--- config.mk ---
export PLATFORM = sky130hd
export DESIGN_NAME = mod_sequencer_flat
export DESIGN_NICKNAME = d
export VERILOG_FILES = /design/src/rtl/mod_seq_pkg.sv /design/src/rtl/mod_seq_if.sv /design/src/rtl/mod_seq_table.sv /design/src/rtl/mod_sequencer.sv /design/src/flat_wrapper.sv
export SDC_FILE = /design/constraint.sdc
export NUM_CORES = 1
export LEC_CHECK = 0
export ABC_AREA = 1
export BUFFER_PORTS_ARGS = -buffer_cell sky130_fd_sc_hd__buf_2
export CELL_PAD_IN_SITES_DETAIL_PLACEMENT = 0
export CELL_PAD_IN_SITES_GLOBAL_PLACEMENT = 1
export CORE_AREA = 4 4 160 316
export CTS_BUF_LIST = sky130_fd_sc_hd__clkbuf_4 sky130_fd_sc_hd__clkbuf_8
export DETAILED_ROUTE_END_ITERATION = 10
export DIE_AREA = 0 0 164 320
export GPL_TIMING_DRIVEN = 0
export PLACE_DENSITY_LB_ADDON = 0.1
export SETUP_SLACK_MARGIN = 0.1
export SYNTH_ARGS = -nofsm -noshare
export SYNTH_HDL_FRONTEND = slang
export SYNTH_SLANG_ARGS = --single-unit
--- constraint.sdc ---
create_clock -name clk -period 4.3 [get_ports clk]
set_input_delay 0.43 -clock clk [delete_from_list [all_inputs] [get_ports clk]]
set_output_delay 0.43 -clock clk [all_outputs]
set_load 0.1 [all_outputs]
--- src/rtl/mod_seq_pkg.sv ---
// mod_seq_pkg: shared types for the modulation sequencer.
//   SEQ_PERIOD_W / SEQ_DWELL_W : default half-period and dwell widths
//   seq_state_t                : sequencer FSM states
//   seq_entry_t                : one table entry {half_period, dwell}
package mod_seq_pkg;

    localparam int SEQ_PERIOD_W = 16;
    localparam int SEQ_DWELL_W  = 24;

    typedef enum logic [1:0] {
        IDLE,
        LOAD,
        DWELL
    } seq_state_t;

    typedef struct packed {
        logic [SEQ_PERIOD_W-1:0] half_period;
        logic [SEQ_DWELL_W-1:0]  dwell;
    } seq_entry_t;

endpackage

--- src/rtl/mod_seq_if.sv ---
// mod_seq_if: host-side table write channel of the sequencer.
//   valid/ready        : write handshake (write on valid & ready)
//   addr               : table index
//   half_period, dwell : entry payload
//   master = host side, slave = sequencer side
interface mod_seq_if #(
    parameter int DEPTH    = 8,
    parameter int PERIOD_W = 16,
    parameter int DWELL_W  = 24
);
    localparam int AW = $clog2(DEPTH);

    logic                valid;
    logic                ready;
    logic [AW-1:0]       addr;
    logic [PERIOD_W-1:0] half_period;
    logic [DWELL_W-1:0]  dwell;

    modport master (output valid, addr, half_period, dwell, input ready);
    modport slave  (input valid, addr, half_period, dwell, output ready);
endinterface

--- src/rtl/mod_seq_table.sv ---
// mod_seq_table: DEPTH x seq_entry_t register file.
//   clk          : clock
//   we/waddr/wdata : synchronous write port
//   raddr/rdata    : asynchronous read port
// Contents are deliberately not reset.
module mod_seq_table
    import mod_seq_pkg::*;
#(
    parameter int DEPTH = 8,
    localparam int AW = $clog2(DEPTH)
) (
    input  logic          clk,
    input  logic          we,
    input  logic [AW-1:0] waddr,
    input  seq_entry_t    wdata,
    input  logic [AW-1:0] raddr,
    output seq_entry_t    rdata
);
    seq_entry_t mem [DEPTH];

    always_ff @(posedge clk) begin
        if (we) mem[waddr] <= wdata;
    end

    assign rdata = mem[raddr];
endmodule

--- src/rtl/mod_sequencer.sv ---
// mod_sequencer: steps the modulation block through a table of
// half-period values, each held for its own dwell time.
//   clk, rst (sync, active low)
//   cfg              : table write channel (ready only in IDLE)
//   seq_len/loop_mode/start/stop : sweep control, sampled on start
//   busy, done, step_idx         : status
//   mod_half_period/mod_set/mod_enable : to the modulation block
// Build option MOD_SEQ_PINGPONG_EN: looping sweeps bounce 0..len-1..0
// instead of wrapping len-1 -> 0.
// PERIOD_W/DWELL_W must match the widths of seq_entry_t.
module mod_sequencer
    import mod_seq_pkg::*;
#(
    parameter int DEPTH    = 8,
    parameter int PERIOD_W = SEQ_PERIOD_W,
    parameter int DWELL_W  = SEQ_DWELL_W,
    localparam int IW = $clog2(DEPTH),
    localparam int LW = IW + 1
) (
    input  logic                clk,
    input  logic                rst,
    mod_seq_if.slave            cfg,
    input  logic [LW-1:0]       seq_len,
    input  logic                loop_mode,
    input  logic                start,
    input  logic                stop,
    output logic                busy,
    output logic                done,
    output logic [IW-1:0]       step_idx,
    output logic [PERIOD_W-1:0] mod_half_period,
    output logic                mod_set,
    output logic                mod_enable
);
    seq_state_t         state, nxt;
    logic [LW-1:0]      len_q;
    logic               loop_q;
    logic [IW-1:0]      idx, nidx;
    logic [DWELL_W-1:0] cnt;
    logic               start_ok, last, wr, cnt_zero;
    seq_entry_t         wr_ent, rd_ent;

    assign cfg.ready = (state == IDLE) && !stop;
    assign wr        = cfg.valid && cfg.ready;
    assign busy      = (state != IDLE);
    assign step_idx  = idx;
    assign start_ok  = start && (seq_len != '0) && (seq_len <= LW'(DEPTH));
    assign last      = ({1'b0, idx} == (len_q - LW'(1)));
    assign cnt_zero  = (cnt == '0);

    assign wr_ent.half_period = cfg.half_period;
    assign wr_ent.dwell       = cfg.dwell;

    mod_seq_table #(.DEPTH(DEPTH)) u_table (
        .clk   (clk),
        .we    (wr),
        .waddr (cfg.addr),
        .wdata (wr_ent),
        .raddr (idx),
        .rdata (rd_ent)
    );

    // next step index
`ifdef MOD_SEQ_PINGPONG_EN
    logic dir, ndir;  // 0 = counting up, 1 = counting down

    always_comb begin
        nidx = last ? '0 : idx + IW'(1);
        ndir = dir;
        if (loop_q && len_q != LW'(1)) begin
            if (!dir) begin
                if (last) begin
                    nidx = idx - IW'(1);
                    ndir = 1'b1;
                end
            end else if (idx == '0) begin
                nidx = IW'(1);
                ndir = 1'b0;
            end else begin
                nidx = idx - IW'(1);
            end
        end
    end

    always_ff @(posedge clk) begin
        if (!rst || stop || state == IDLE) dir <= 1'b0;
        else if (state == DWELL && cnt_zero) dir <= ndir;
    end
`else
    always_comb begin
        nidx = last ? '0 : idx + IW'(1);
    end
`endif

    always_ff @(posedge clk) begin
        if (!rst) state <= IDLE;
        else      state <= nxt;
    end

    always_comb begin
        nxt = state;
        unique case (state)
            IDLE:    if (start_ok) nxt = LOAD;
            LOAD:    nxt = DWELL;
            DWELL:   if (cnt_zero) nxt = (last && !loop_q) ? IDLE : LOAD;
            default: nxt = IDLE;
        endcase
        if (stop) nxt = IDLE;
    end

    always_ff @(posedge clk) begin
        if (!rst) begin
            len_q           <= '0;
            loop_q          <= 1'b0;
            idx             <= '0;
            cnt             <= '0;
            done            <= 1'b0;
            mod_half_period <= '0;
            mod_set         <= 1'b0;
            mod_enable      <= 1'b0;
        end else begin
            done    <= 1'b0;
            mod_set <= 1'b0;
            if (stop) begin
                idx        <= '0;
                mod_enable <= 1'b0;
            end else begin
                unique case (state)
                    IDLE: if (start_ok) begin
                        len_q  <= seq_len;
                        loop_q <= loop_mode;
                        idx    <= '0;
                    end
                    LOAD: begin
                        mod_half_period <= rd_ent.half_period;
                        mod_set         <= 1'b1;
                        mod_enable      <= 1'b1;
                        // zero dwell behaves as one cycle
                        cnt <= (rd_ent.dwell == '0) ? '0 : rd_ent.dwell - DWELL_W'(1);
                    end
                    DWELL: begin
                        if (!cnt_zero) begin
                            cnt <= cnt - DWELL_W'(1);
                        end else if (last && !loop_q) begin
                            done       <= 1'b1;
                            mod_enable <= 1'b0;
                            idx        <= '0;
                        end else begin
                            idx <= nidx;
                        end
                    end
                    default: ;
                endcase
            end
        end
    end
endmodule

--- src/flat_wrapper.sv ---
// flat-port wrapper written by rule: the top's interface ports become plain ports
module mod_sequencer_flat import mod_seq_pkg::*;
#(
    parameter int DEPTH    = 8,
    parameter int PERIOD_W = SEQ_PERIOD_W,
    parameter int DWELL_W  = SEQ_DWELL_W,
    localparam int IW = $clog2(DEPTH),
    localparam int LW = IW + 1
)
  (clk, rst, seq_len, loop_mode, start, stop, busy, done, step_idx, mod_half_period, mod_set, mod_enable, cfg_valid, cfg_addr, cfg_half_period, cfg_dwell, cfg_ready);
  mod_seq_if #(.DEPTH(DEPTH), .PERIOD_W(PERIOD_W), .DWELL_W(DWELL_W)) cfg_i ();
  input  logic clk;
  input  logic rst;
  input  logic [LW-1:0] seq_len;
  input  logic loop_mode;
  input  logic start;
  input  logic stop;
  output logic busy;
  output logic done;
  output logic [IW-1:0] step_idx;
  output logic [PERIOD_W-1:0] mod_half_period;
  output logic mod_set;
  output logic mod_enable;
  input wire logic [$bits(cfg_i.valid)-1:0] cfg_valid;
  input wire logic [$bits(cfg_i.addr)-1:0] cfg_addr;
  input wire logic [$bits(cfg_i.half_period)-1:0] cfg_half_period;
  input wire logic [$bits(cfg_i.dwell)-1:0] cfg_dwell;
  output wire logic [$bits(cfg_i.ready)-1:0] cfg_ready;
  assign cfg_i.valid = cfg_valid;
  assign cfg_i.addr = cfg_addr;
  assign cfg_i.half_period = cfg_half_period;
  assign cfg_i.dwell = cfg_dwell;
  assign cfg_ready = cfg_i.ready;
  mod_sequencer #(.DEPTH(DEPTH), .PERIOD_W(PERIOD_W), .DWELL_W(DWELL_W)) u_core (.clk(clk), .rst(rst), .cfg(cfg_i), .seq_len(seq_len), .loop_mode(loop_mode), .start(start), .stop(stop), .busy(busy), .done(done), .step_idx(step_idx), .mod_half_period(mod_half_period), .mod_set(mod_set), .mod_enable(mod_enable));
endmodule
==> metrics.csv <==
stage,metric,value,unit
power_and_ir_drop,p_leak,7.75,nW
routing,avgRoutedWirePerCell,21.4,µm
power_and_ir_drop,p_per_area,415,nW/µm²
synthesis,synth_top_family_by_area,simple AND/OR/NAND/NOR gates,
setup_path,timing.rr.end,u_core.cnt[15],
power_and_ir_drop,p_total,7.96,mW
grt,met1_usage,20.3,%
grt,grtUsageMet2,40.6,%
sta,fmax,301,MHz
grt,gr-usage-all-layers,20.4,%
grt,grt_pass1_vias,12400,
worst_hold_path,hp-start,cfg_half_period[8],
sta,grt_setup_unrepaired,no,
synthesis,syn_area_per_cell,9.99,µm²
setup_path,r2r_cells,18,
sta,layout_setup_ws,981,ps
synthesis,syn_area,16700,µm²
routing,vias_per_cell,4.81,
routing,ant_nets,0,
layout,final_nets,1872,
sta,skew,23.5,ps
layout,layout_commonest_cell,nand2_1,
clocking,cts_max_level,2,
placed_design,place_hpwl,38.0,mm
synthesis,synth_cell_types,46,
die,core_area,48200,µm²
sta,hold_viol,0,
job,maxCapViolations,0,
worst_hold_path,hold_path_depth,1,
setup_path,cp_max_fo,10,
routing,drt_iter0_drc,602,
routing,dr.pass1.iters,5,
routing,via_count,12000,
die,die_h,320,µm
layout,post-route-util,39.9,%
layout,fillers,4936,
setup_path,cp_slowest_cell,buf_2,
status,outcome,"finished, final reports clean",
clocking,cts_sinks,376,
clocking,cts_buffer_depth,3,
worst_hold_path,min_to,u_core.u_table.mem[2][32],
sta,min_period,3320,ps
placed_design,port_buffers,75,
die,rows,114,
synthesis,yosys_warnings,0,
grt,grt_start_max_net_pins,24,
synthesis,synthesis.nets,1730,
layout,final_cell_mix,"nand2_1, edfxtp_1, inv_1",
setup_path,cp_data_arrival_time,3830,ps
die,die_x,164,µm
synthesis,synth_xor_area_share,0.841,%
clocking,cts.clk_slew.worst_paths,70,ps
sta,post-route-period-util,77.2,%
die,start_util,34.6,%
synthesis,synth-compound-area-share,7.98,%
clocking,post_cts_buffers,0,
setup_path,crit_type,flop to flop,
synthesis,postSynthCellCount,1668,
synthesis,synth_mux_area_share,0,%
routing,drc_errors,0,
sta,max_slew_margin,38.9,%
clocking,worstSkewPairLatency,630,ps
die,die-area,52500,µm²
grt,grt_pass1_wl,78.0,mm
clocking,cts_buffers,53,
sta,finalMaxSlewViolations,0,
worst_hold_path,hp-class,input pin to flop,
setup_path,crit_chain,inv_2 > buf_2 > buf_2 > nor2_1 > o21ai_1 > nand2_1 > nand2_1 > nand2_1 > inv_1 > ha_1 > nand2_1 > nor2_1 > nand3_1 > nor2_2 > nor2_4 > buf_6 > nand2_1 > a21oi_1,
synthesis,synth_adder_area_share,0.676,%
sta,worstMarginPinSlew,916,ps
synthesis,synthSimpleGateAreaFrac,18.8,%
placed_design,place.gp.congestion,0.814,
clocking,cts_tree,done,
placed_design,post-place-ws,923,ps
synthesis,ys_ff_latch,376,
synthesis,ys_seq_area_share,64.4,%
routing,drt_wl_total,53.4,mm
sta,setup_violations,0,
layout,area_growth,15.3,%
grt,busiest_layer,met2,
clocking,postCtsHoldBufs,0,
grt,grt-ovfl-total,0,
layout,drive_above_1_share,13.7,%
clocking,cts-root-buf,clkbuf_8,
power_and_ir_drop,ir_drop,295,µV
setup_path,critPathMaxStageDelay,380,ps
setup_path,path_common_cell,nand2_1,
grt,grt.met3_usage,2.91,%
setup_path,cp-end-kind,flop,
setup_path,required,4810,ps
setup_path,r2r_slack,980,ps
clocking,cts_resized,0,
die,io_pins,77,
grt,antenna_found_initial,5,
setup_path,critPathLaunchType,flop,
## kinds of logic (layout without fill, tap and decap cells)
group	Yosys count	in the layout
other cells	0	3
buf+inv	281	468
compound gates	237	237
xor+xnor	16	16
fa+ha+maj	9	9
simple gates	749	749
flops	376	376
## where the power goes
| group | switching, mW | internal (mW) | total, mW |
|---|---|---|---|
| Sequential | 0.0363 | 4.03 | 4.06 |
| Clock | 1.39 | 1.45 | 2.84 |
| Combinational | 0.782 | 0.279 | 1.06 |
## area by class of cell
class                           instances  area (µm²)  share of cell area (%)
Antenna cell                            3        7.51                  0.0391
Buffer                                 77         444                    2.31
Clock buffer                           78         973                    5.07
Clock inverter                         22         101                   0.527
Inverter                              204         768                    4.00
Multi-Input combinational cell       1011        4770                    24.9
Sequential cell                       376       10700                    55.8
Tap cell                              638         798                    4.15
Timing Repair Buffer                   87         616                    3.20
## routing by layer
| layer | wire (µm) | vias to the layer above |
|---|---|---|
| li1 | - | 5873 |
| met1 | 18800 | 5771 |
| met2 | 30500 | 243 |
| met3 | 1700 | 112 |
| met4 | 2390 | 2 |
| met5 | 20 | - |
## cell usage after synthesis, drive strengths merged
library cell  count  area share (%)
o31ai             1           0.045
a21oi            61             1.8
clkinv            2           0.045
ha                9            0.68
and3              1           0.038
a31oi             3            0.11
clkbuf           39            0.88
nor2            205             5.0
dfxtp            56             6.7
a21o              1           0.045
inv             202             4.6
nor3              7            0.21
o211ai            2            0.12
o21ai           123             3.7
nor4              1           0.038
buf              38             1.8
nand3           133             4.0
nand4             5            0.19
o21a              1           0.045
or2               3            0.11
nand3b            5            0.23
edfxtp          320              58
xnor2             3            0.16
o22ai            16            0.60
o21bai            1           0.045
nand2           389             8.9
o221ai           17            0.89
a22oi            11            0.53
xor2             13            0.68
## state kept, by name, indices dropped and copies added (netlist names), named ones only
name / cells
u_core.cnt: 24
u_core.mod_set: 1
u_core.len_q: 4
u_core.step_idx: 3
u_core.mod_half_period: 16
u_core.state: 2
u_core.done: 1
u_core.mod_enable: 1
u_core.u_table.mem: 320
u_core.loop_q: 1
## worst max-delay path by stage
| stage | start | to | slack, ps | cells after the start |
|---|---|---|---|---|
| 3_5_place_dp | flop | u_core.cnt[15] | 920 | 18 |
| 6_report | flop | u_core.cnt[15] | 980 | 18 |
| 5_1_grt | flop | u_core.cnt[15] | 780 | 18 |
| 2_1_floorplan | u_core.state[0] | u_core.u_table.mem[0][0] | 1310 | 5 |
| 3_3_place_gp | stop | u_core.u_table.mem[7][23] | -1320 | 5 |
| 4_1_cts | flop | u_core.cnt[15] | 910 | 18 |
## critical path, delay by kind of cell, from the launching register on
| family | cells | cell delay, ps |
|---|---|---|
| and+or+nand+nor | 10 | 1370 |
| AOI/OAI and AO/OA | 2 | 180 |
| buffers and inverters | 5 | 1120 |
| adders and majority gates | 1 | 170 |
| DFF | 1 | 370 |
## metrics by stage
step	setup TNS, ps	hold WS (ps)	cells	instance area [µm²]
after global routing	0	45.3	2494	19200
after CTS	0	12.8	2493	19200
after floorplan	0	430	1668	16700
after detailed placement	0	454	2393	18100
final	0	70.1	2496	19200
after global placement	-356260	447	2381	17800
No activity file was read; power rests on OpenSTA's default activity.
